--- src/rtl/decode.sv ---
// decode: RV32I decode stage with load-use stall, WB bypass and redirect squash.
// Optional DECODE_ILLEGAL_TRAP_EN: unrecognised encodings raise ctrl.illegal.
module decode #(
  parameter int FLUSH_SHADOW = 2
) (
  input  logic        clk,
  input  logic        rst_n,
  input  logic [31:0] insn,
  input  logic [31:0] pc_de,
  input  logic        ex_stall,
  input  logic        pc_ex_valid,
  output logic [4:0]  rs1_addr,
  output logic [4:0]  rs2_addr,
  input  logic [31:0] rs1_data,
  input  logic [31:0] rs2_data,
  input  logic        wb_we,
  input  logic [4:0]  wb_rd,
  input  logic [31:0] wb_data,
  output logic        de_stall,
  output logic        ex_valid,
  output logic [31:0] ex_pc,
  output logic [31:0] ex_rs1_val,
  output logic [31:0] ex_rs2_val,
  output logic [31:0] ex_imm,
  output logic [4:0]  ex_rd,
  output logic [3:0]  ex_alu_op,
  output logic [9:0]  ex_ctrl
);

  localparam logic [6:0] OPC_LUI   = 7'b0110111;
  localparam logic [6:0] OPC_AUIPC = 7'b0010111;
  localparam logic [6:0] OPC_JAL   = 7'b1101111;
  localparam logic [6:0] OPC_JALR  = 7'b1100111;
  localparam logic [6:0] OPC_BR    = 7'b1100011;
  localparam logic [6:0] OPC_LD    = 7'b0000011;
  localparam logic [6:0] OPC_ST    = 7'b0100011;
  localparam logic [6:0] OPC_OPIMM = 7'b0010011;
  localparam logic [6:0] OPC_OP    = 7'b0110011;
  localparam logic [6:0] OPC_MISC  = 7'b0001111;
  localparam logic [6:0] OPC_SYS   = 7'b1110011;

  localparam int C_LUI   = 9;
  localparam int C_AUIPC = 8;
  localparam int C_JAL   = 7;
  localparam int C_JALR  = 6;
  localparam int C_BR    = 5;
  localparam int C_LD    = 4;
  localparam int C_ST    = 3;
  localparam int C_OPIMM = 2;
  localparam int C_OP    = 1;
  localparam int C_ILL   = 0;

  // classes that write a destination register
  localparam logic [9:0] RD_MASK = 10'b11_1101_0110;

  localparam logic [1:0] SH_INIT   = 2'(FLUSH_SHADOW);
  localparam logic [1:0] SH_RELOAD = 2'(FLUSH_SHADOW - 1);

`ifdef DECODE_ILLEGAL_TRAP_EN
  localparam logic TRAP_EN = 1'b1;
`else
  localparam logic TRAP_EN = 1'b0;
`endif

  logic        r_valid;
  logic [31:0] r_pc;
  logic [31:0] r_rs1_val;
  logic [31:0] r_rs2_val;
  logic [31:0] r_imm;
  logic [4:0]  r_rd;
  logic [3:0]  r_alu_op;
  logic [9:0]  r_ctrl;
  logic [1:0]  r_shadow;

  logic [6:0]  w_opc;
  logic [2:0]  w_f3;
  logic [4:0]  w_rs1;
  logic [4:0]  w_rs2;
  logic [4:0]  w_rd;

  logic [31:0] w_imm_i;
  logic [31:0] w_imm_s;
  logic [31:0] w_imm_b;
  logic [31:0] w_imm_u;
  logic [31:0] w_imm_j;

  logic        w_is_lui;
  logic        w_is_auipc;
  logic        w_is_jal;
  logic        w_is_jalr;
  logic        w_is_br;
  logic        w_is_ld;
  logic        w_is_st;
  logic        w_is_opimm;
  logic        w_is_op;
  logic        w_is_misc;
  logic        w_is_sys;

  logic        w_br_ok;
  logic        w_ld_ok;
  logic        w_st_ok;

  logic [9:0]  w_cls;
  logic [31:0] w_imm;
  logic        w_bad;
  logic [4:0]  w_dst;
  logic        w_alt;
  logic        w_use1;
  logic        w_use2;
  logic [31:0] w_op1;
  logic [31:0] w_op2;
  logic        w_ld_hit;
  logic        w_shadow;
  logic        w_issue;

  assign w_opc = insn[6:0];
  assign w_f3  = insn[14:12];
  assign w_rs1 = insn[19:15];
  assign w_rs2 = insn[24:20];
  assign w_rd  = insn[11:7];

  assign rs1_addr = w_rs1;
  assign rs2_addr = w_rs2;

  assign w_imm_i = {{20{insn[31]}}, insn[31:20]};
  assign w_imm_s = {{20{insn[31]}}, insn[31:25], insn[11:7]};
  assign w_imm_b = {{19{insn[31]}}, insn[31], insn[7],
                    insn[30:25], insn[11:8], 1'b0};
  assign w_imm_u = {insn[31:12], 12'b0};
  assign w_imm_j = {{11{insn[31]}}, insn[31], insn[19:12],
                    insn[20], insn[30:21], 1'b0};

  assign w_is_lui   = (w_opc == OPC_LUI);
  assign w_is_auipc = (w_opc == OPC_AUIPC);
  assign w_is_jal   = (w_opc == OPC_JAL);
  assign w_is_jalr  = (w_opc == OPC_JALR);
  assign w_is_br    = (w_opc == OPC_BR);
  assign w_is_ld    = (w_opc == OPC_LD);
  assign w_is_st    = (w_opc == OPC_ST);
  assign w_is_opimm = (w_opc == OPC_OPIMM);
  assign w_is_op    = (w_opc == OPC_OP);
  assign w_is_misc  = (w_opc == OPC_MISC);
  assign w_is_sys   = (w_opc == OPC_SYS);

  // funct3 encodings reserved in RV32I for branch, load and store
  assign w_br_ok = (w_f3[2:1] != 2'b01);
  assign w_ld_ok = (w_f3 != 3'b011) && (w_f3[2:1] != 2'b11);
  assign w_st_ok = !w_f3[2] && (w_f3 != 3'b011);

  // Opcode decoder: one-hot class and format-selected immediate.
  always_comb begin
    w_cls = '0;
    w_imm = '0;
    w_bad = 1'b0;
    unique case (1'b1)
      w_is_lui: begin
        w_cls[C_LUI] = 1'b1;
        w_imm = w_imm_u;
      end
      w_is_auipc: begin
        w_cls[C_AUIPC] = 1'b1;
        w_imm = w_imm_u;
      end
      w_is_jal: begin
        w_cls[C_JAL] = 1'b1;
        w_imm = w_imm_j;
      end
      w_is_jalr: begin
        w_cls[C_JALR] = 1'b1;
        w_imm = w_imm_i;
      end
      w_is_br: begin
        if (w_br_ok) begin
          w_cls[C_BR] = 1'b1;
          w_imm = w_imm_b;
        end else begin
          w_bad = 1'b1;
        end
      end
      w_is_ld: begin
        if (w_ld_ok) begin
          w_cls[C_LD] = 1'b1;
          w_imm = w_imm_i;
        end else begin
          w_bad = 1'b1;
        end
      end
      w_is_st: begin
        if (w_st_ok) begin
          w_cls[C_ST] = 1'b1;
          w_imm = w_imm_s;
        end else begin
          w_bad = 1'b1;
        end
      end
      w_is_opimm: begin
        w_cls[C_OPIMM] = 1'b1;
        w_imm = w_imm_i;
      end
      w_is_op: begin
        w_cls[C_OP] = 1'b1;
      end
      w_is_misc, w_is_sys: begin
        w_bad = 1'b0;
      end
      default: begin
        w_bad = 1'b1;
      end
    endcase
    w_cls[C_ILL] = TRAP_EN & w_bad;
  end

  assign w_dst = (|(w_cls & RD_MASK)) ? w_rd : 5'd0;

  assign w_alt = insn[30] &
                 (w_cls[C_OP] | (w_cls[C_OPIMM] & (w_f3 == 3'b101)));

  assign w_use1 = |w_cls[C_JALR:C_ILL];
  assign w_use2 = w_cls[C_BR] | w_cls[C_ST] | w_cls[C_OP];

  assign w_op1 = (w_rs1 == 5'd0) ? 32'd0 :
                 (wb_we && (wb_rd == w_rs1)) ? wb_data : rs1_data;
  assign w_op2 = (w_rs2 == 5'd0) ? 32'd0 :
                 (wb_we && (wb_rd == w_rs2)) ? wb_data : rs2_data;

  assign w_ld_hit = r_valid && r_ctrl[C_LD] && (r_rd != 5'd0) &&
                    ((w_use1 && (w_rs1 == r_rd)) ||
                     (w_use2 && (w_rs2 == r_rd)));

  assign w_shadow = (r_shadow != 2'd0);

  assign w_issue = !pc_ex_valid && !w_shadow && !w_ld_hit;

  assign de_stall = !ex_stall && !pc_ex_valid && !w_shadow && w_ld_hit;

  // Squash counter: armed by reset or redirect, drains one slot per advance.
  always_ff @(posedge clk or negedge rst_n) begin
    if (!rst_n) begin
      r_shadow <= SH_INIT;
    end else if (!ex_stall) begin
      if (pc_ex_valid) begin
        r_shadow <= SH_RELOAD;
      end else if (w_shadow) begin
        r_shadow <= r_shadow - 2'd1;
      end
    end
  end

  // Decode bundle: hold on ex_stall, else capture decode or a bubble.
  always_ff @(posedge clk or negedge rst_n) begin
    if (!rst_n) begin
      r_valid   <= 1'b0;
      r_pc      <= '0;
      r_rs1_val <= '0;
      r_rs2_val <= '0;
      r_imm     <= '0;
      r_rd      <= '0;
      r_alu_op  <= '0;
      r_ctrl    <= '0;
    end else if (!ex_stall) begin
      r_valid   <= w_issue;
      r_pc      <= w_issue ? pc_de : '0;
      r_rs1_val <= w_issue ? w_op1 : '0;
      r_rs2_val <= w_issue ? w_op2 : '0;
      r_imm     <= w_issue ? w_imm : '0;
      r_rd      <= w_issue ? w_dst : '0;
      r_alu_op  <= w_issue ? {w_alt, w_f3} : '0;
      r_ctrl    <= w_issue ? w_cls : '0;
    end
  end

  assign ex_valid   = r_valid;
  assign ex_pc      = r_pc;
  assign ex_rs1_val = r_rs1_val;
  assign ex_rs2_val = r_rs2_val;
  assign ex_imm     = r_imm;
  assign ex_rd      = r_rd;
  assign ex_alu_op  = r_alu_op;
  assign ex_ctrl    = r_ctrl;

endmodule

--- config.mk ---
export PLATFORM = sky130hd
export DESIGN_NAME = decode
export DESIGN_NICKNAME = d
export VERILOG_FILES = /design/src/rtl/decode.sv
export SDC_FILE = /design/constraint.sdc
export NUM_CORES = 1
export LEC_CHECK = 0
export ABC_AREA = 1
export CAP_MARGIN = 20
export CORE_MARGIN = 10
export CORE_UTILIZATION = 30
export CTS_BUF_LIST = sky130_fd_sc_hd__clkbuf_4
export CTS_CLUSTER_DIAMETER = 120
export DETAILED_ROUTE_END_ITERATION = 8
export PLACE_DENSITY_LB_ADDON = 0.08
export SKIP_LAST_GASP = 1
export SLEW_MARGIN = 20
export SYNTH_ARGS = -nofsm -noshare
export SYNTH_HDL_FRONTEND = slang
export SYNTH_SLANG_ARGS = --single-unit
--- constraint.sdc ---
create_clock -name clk -period 5.4 [get_ports clk]
set_clock_uncertainty 0.05 [all_clocks]
set_input_delay 1.08 -clock clk [delete_from_list [all_inputs] [get_ports clk]]
set_output_delay 1.08 -clock clk [all_outputs]
set_load 0.03 [all_outputs]
==> impl_metrics.yaml, run 1 <==
clocking:
  cts.sinks: 149
  insertion_delay_ns: 0.56
  cts_tree: "yes"
  htreeDepth: 4
  postCtsSetupBuffers: 0
  cts_resized: 0
  cts-buffers-inserted: 17
  clkTransAtPathRegs_ns: 0.17
  root_buffer: "clkbuf_4"
  cts_hold_buf: 0
  cts_buffer_depth: 2
route:
  ant_nets: 0
  dr.pass1.iters: 5
  vias: 8997
  drc: 0
  routedWlPerCell_microns: 17.02
  drt_iter0_markers: 525
  via_per_inst: 4.551
  wl_microns: 33650
critical_path:
  crit_type: "input pin to primary output"
  cp_max_fo: 34
  worstPathRequired_ns: 4.27
  start_kind: "input pin"
  cp.arrival_ns: 3.41
  cp-end-kind: "primary output"
global_routing:
  antenna_found_initial: 3
  track_usage_pct: 18.04
  grt_pass1_vias: 8922
  grt_pass1_wl_microns: 51970
  overflow: 0
  grt_max_degree: 87
synthesis:
  yosysWarnings: 0
  ys_seq_area_share_pct: 42.65
  ys_types: 30
  synth_nets: 1479
  synth_seq_cells: 149
  netlist_area_sq_um: 8745
  syn_area_per_cell_sq_um: 6.686
  synthCells: 1308
sta:
  fin_crit_ns: 4.537
  finalCritPeriodShare_pct: 84.02
  finalMaxSlewViolations: 0
  fmax_mhz: 220.4
  setup_viol: 0
  rsz0062_at_grt: "no"
  tightestPinTransition_ns: 0.9181
  slew_headroom_pct: 38.61
  hold_violations: 0
  setup_tns_ns: 0
die:
  initial_utilization_pct: 30.47
  rows: 62
  die_w_microns: 190.7
  dieArea_sq_um: 36380
  fp.coreArea_sq_um: 28700
  pin_count: 329
  die_y_microns: 190.7
final_layout:
  final_core_util_pct: 43.44
  fillers: 3022
  drive_above_1_share_pct: 5.088
  syn_to_final_growth_pct: 42.60
  stdcell_area_sq_um: 12470
  fin_nets: 1750
hold_path:
  hp-class: "input pin to asynchronous set/reset pin"
placed_design:
  routabilityCongestion: 0.8497
  post-dp-hpwl_microns: 23710
  place_area_sq_um: 12150
  io_buffers: 327
power_and_ir_drop:
  ir_worst_vdd_uv: 112.9
  internal-power_mw: 1.923
  swShare_pct: 39.89
  power_frac_comb_pct: 34.4
  seqPwrFrac_pct: 41.7
  p_leak_nw: 6.771
  switchingPower_mw: 1.276
  power.density_nw_per_um2: 256.5
  clkPwrFrac_pct: 23.9
status:
  run_status: "finished, final reports clean"
run:
  cap_violations: 0
==> per-layer routing <==
| layer | wire [microns] | global-route usage [%] | up-vias |
|---|---|---|---|
| li1 | - | - | 4565 |
| met1 | 14680 | 22.48 | 4150 |
| met2 | 15850 | 29.20 | 253 |
| met3 | 2808 | 6.876 | 25 |
| met4 | 291 | 3.543 | 4 |
| met5 | 21 | 0 | - |
==> power groups by stage <==
stage          clock network, mW  registers [mW]  logic, mW
2_1_floorplan                  0            1.62      0.288
3_3_place_gp                   0            1.35       1.12
3_5_place_dp                   0            1.35       1.12
4_1_cts                    0.801            1.33       1.12
5_1_grt                    0.848            1.35       1.20
6_report                   0.765            1.33       1.10
==> worst max-delay path: stages <==
cell and delay (ns):
clkdlybuf4s50_1 0.54, nor2_4 0.37, nand2_1 0.11, nor2_1 0.23, nor2_1 0.10, nand2_1 0.12
nand2_1 0.06, nand2_1 0.10, nand2_4 0.24, nor3_1 0.23, buf_4 0.20
==> registers in the layout, indices dropped and copies added, names as in the netlist <==
register,count
ex_rs1_val,32
ex_rs2_val,32
ex_alu_op,4
ex_pc,32
ex_ctrl,9
ex_rd,5
ex_valid,1
ex_imm,32
r_shadow,2
==> cell type report <==
| class | instances | area [sq um] | area share [%] |
|---|---|---|---|
| diodes | 1 | 2.502 | 0.02007 |
| well taps | 384 | 480.5 | 3.853 |
| clock inverters | 15 | 177.7 | 1.425 |
| inverters | 126 | 473.0 | 3.793 |
| multi-input cells | 946 | 4094 | 32.83 |
| flip-flops and latches | 149 | 3730 | 29.91 |
| clock buffers | 17 | 127.6 | 1.023 |
| repair buffers | 339 | 3385 | 27.14 |
==> cells in the final DEF (no fill, tap or decap), types with 2 or more instances in the layout <==
cell type        instances
xor2_1                   2
clkinv_8                 4
clkinvlp_4               3
nand3_1                164
inv_8                    5
clkbuf_4                17
nand3_2                 23
nor3_1                   4
nor2_4                   2
clkdlybuf4s50_1        324
nand2_1                535
nor2_2                   3
nor2_1                 157
nand4_1                 35
inv_1                  125
o21ai_0                  8
buf_12                   2
dfrtp_1                148
buf_4                   12
==> synthesized netlist by cell type (all sizes together) <==
| cell type | count | area (sq um) |
|---|---|---|
| a21oi | 1 | 5.000 |
| dfstp | 1 | 26.28 |
| nor4 | 1 | 6.260 |
| nor2 | 162 | 623.1 |
| clkbuf | 55 | 206.5 |
| xor2 | 2 | 17.52 |
| nand3 | 188 | 1051 |
| ha | 1 | 12.51 |
| o211ai | 1 | 7.510 |
| xnor2 | 1 | 8.760 |
| a21boi | 1 | 7.510 |
| o21ai | 9 | 45.04 |
| dfrtp | 148 | 3704 |
| nand4 | 35 | 219.0 |
| buf | 32 | 271.5 |
| inv | 126 | 473.0 |
| conb | 1 | 3.750 |
| nand2 | 537 | 2021 |
| o22ai | 1 | 6.260 |
| nor3 | 5 | 30.03 |
==> logic make-up after synthesis <==
family	synth area share, %
buffers and inverters	10.87
DFF	42.65
xor gates and xnor gates	0.3005
adders and majority gates	0.1431
and+or+nand+nor	45.17
AOI/OAI and AO/OA	0.8156
other	0.04288
==> worst paths after layout <==
path	from	endpoint	slack [ns]	depth (start not counted)
worst max-delay path	insn[6]	de_stall	0.86	11
worst min-delay path	rst_n	ex_imm[2]$_DFFE_PN0N_	0.42	1
worst max register to register	ex_rd[1]$_DFFE_PN0N_	ex_rs1_val[30]$_DFFE_PN0N_	2.84	12
worst min register to register	ex_rs1_val[0]$_DFFE_PN0N_	ex_rs1_val[0]$_DFFE_PN0N_	0.45	2
max in group asynchronous	rst_n	ex_rs1_val[30]$_DFFE_PN0N_	3.90	2
min in group clk	ex_rs1_val[0]$_DFFE_PN0N_	ex_rs1_val[0]$_DFFE_PN0N_	0.45	2
==> stage by stage <==
step | hold WS [ns] | setup slack [ns] | instances | total power, mW
after floorplan | 0.4072 | 1.496 | 1308 | 1.907
after global placement | 0.4114 | 0.9240 | 1944 | 2.469
after detailed placement | 0.4137 | 0.8756 | 1944 | 2.470
after CTS | 0.4057 | 0.8657 | 1976 | 3.258
after global routing | 0.4108 | 0.5771 | 1977 | 3.398
final | 0.4219 | 0.8628 | 1977 | 3.199
No activity file was read; power rests on OpenSTA's default activity.
==> run 2: changes to the inputs <==
clock period = 4.3 ns   (was 5.4 ns; I/O delays follow)
==> impl_metrics.yaml, run 2 (same netlist as run 1, synthesis figures left out) <==
status:
  run_status: "finished, final reports clean"
sta:
  setup_tns_ns: 0
  finalCritPeriodShare_pct: 87.64
  setup_viol: 0
  fin_crit_ns: 3.769
  fmax_mhz: 265.3
  rsz0062_at_grt: "no"
  finalMaxSlewViolations: 0
  tightestPinTransition_ns: 0.9637
  hold_violations: 0
  slew_headroom_pct: 35.75
die:
  rows: 62
  die_y_microns: 190.7
  dieArea_sq_um: 36380
  fp.coreArea_sq_um: 28700
  initial_utilization_pct: 30.47
  die_w_microns: 190.7
  pin_count: 329
critical_path:
  cp.arrival_ns: 2.86
  start_kind: "input pin"
  r2r_cells: 12
  reg2reg_setup_slack_ns: 2.01
  r2r-end: "ex_rs1_val[0]$_DFFE_PN0N_"
  cp-end-kind: "primary output"
  crit_type: "input pin to primary output"
  worstPathRequired_ns: 3.39
  cp_top_family: "simple AND/OR/NAND/NOR gates"
  critPathMaxStageDelay_ns: 0.52
  slowest_stage: "clkdlybuf4s50_1"
  cpMostUsedCell: "nand2_1"
  r2r-start: "ex_rd[1]$_DFFE_PN0N_"
  cp_max_fo: 8
  cp_cell_sequence: "clkdlybuf4s50_1, o21ai_1, nand2_1, nand2_1, nand2_1, nand2_1, nand2_4, nor3_1, buf_4"
  crit_buf_inv: 2
power_and_ir_drop:
  ir_worst_vdd_uv: 127.5
  switchingPower_mw: 1.570
  swShare_pct: 38.95
  clkPwrFrac_pct: 24.1
  power_frac_comb_pct: 34.3
  internal-power_mw: 2.460
  p_leak_nw: 6.800
  power.density_nw_per_um2: 322.5
  seqPwrFrac_pct: 41.5
final_layout:
  final_cell_mix: "535 x nand2_1, 324 x clkdlybuf4s50_1, 164 x nand3_1"
  layout_commonest_cell: "nand2_1"
  syn_to_final_growth_pct: 42.90
  fin_nets: 1753
  fillers: 3024
  drive_above_1_share_pct: 5.266
  stdcell_area_sq_um: 12500
route:
  routedWlPerCell_microns: 17.10
  drc: 0
  dr.pass1.iters: 5
  via_per_inst: 4.561
  drt_iter0_markers: 598
  wl_microns: 33850
  ant_nets: 0
  vias: 9031
placed_design:
  post-dp-hpwl_microns: 23980
  place_area_sq_um: 12190
  routabilityCongestion: 0.8450
  io_buffers: 327
clocking:
  cts-buffers-inserted: 17
  postCtsSetupBuffers: 0
  htreeDepth: 4
  cts_buffer_depth: 2
  clkTransAtPathRegs_ns: 0.17
  root_buffer: "clkbuf_4"
  insertion_delay_ns: 0.55
  cts.sinks: 149
  cts_tree: "yes"
  cts_resized: 0
  cts_hold_buf: 0
hold_path:
  hp-class: "input pin to asynchronous set/reset pin"
global_routing:
  grt_max_degree: 148
  grt_pass1_vias: 9019
  grt_pass1_wl_microns: 52020
  antenna_found_initial: 3
  overflow: 0
  track_usage_pct: 18.05
run:
  cap_violations: 0
-- run 2: how the worst max path moves through the flow --
stage | slack [ns] | start | to | cells after the start
2_1_floorplan | 0.84 | insn[1] | de_stall | 11
3_5_place_dp | 0.55 | insn[1] | de_stall | 12
4_1_cts | 0.54 | insn[1] | de_stall | 12
3_3_place_gp | 0.61 | insn[5] | de_stall | 10
5_1_grt | 0.36 | insn[2] | de_stall | 11
6_report | 0.53 | insn[14] | de_stall | 9
-- run 2: through the flow --
stage | hold WS, ns | utilization (%) | total power [mW] | setup WS [ns] | cells
3_5_place_dp | 0.4137 | 42.47 | 3.103 | 0.5476 | 1947
2_1_floorplan | 0.4072 | - | 2.395 | 0.8360 | 1308
3_3_place_gp | 0.4100 | 42.47 | 3.097 | 0.6051 | 1947
6_report | 0.2387 | 43.54 | 4.030 | 0.5313 | 1980
5_1_grt | 0.2203 | 43.54 | 4.274 | 0.3598 | 1980
4_1_cts | 0.2132 | 43.53 | 4.115 | 0.5413 | 1979
-- run 2: power groups by stage --
stage               Clock [mW]  Combinational, mW  Sequential [mW]
global placement             0               1.40             1.70
detailed placement           0               1.41             1.70
global route              1.08               1.50             1.70
CTS                       1.03               1.41             1.68
finish                   0.972               1.38             1.67
floorplan                    0              0.362             2.03
-- run 2: layer usage --
layer  global-route usage, %  routed length [microns]  up-vias  share of wire, %
met3                   7.425                     2919       22               8.6
met2                   29.30                    16140      239                48
met1                   22.15                    14470     4185                43
li1                        -                        -     4581                 -
met5                       0                       18        -             0.053
met4                   3.331                      303        4              0.90
-- run 2: final cells by class --
cell class,count,area [sq um],share of cell area [%]
Inverter,126,473.0,3.785
Timing Repair Buffer,342,3420,27.37
Clock buffer,17,127.6,1.021
Antenna cell,1,2.502,0.02003
Clock inverter,15,176.4,1.412
Multi-Input combinational cell,946,4086,32.70
Tap cell,384,480.5,3.845
Sequential cell,149,3730,29.85
-- run 2: worst reg2reg max path, cell delays in order (launching register included) --
cell and delay (ns):
dfrtp_1 0.50, inv_1 0.13, nand2_1 0.06, nand2_1 0.07, nor2_1 0.04, nand3_1 0.10
nand2_1 0.08, nand2_1 0.06, nand2_1 0.10, nand2_4 0.10, buf_12 0.54, nand3_1 0.29
nand2_1 0.10
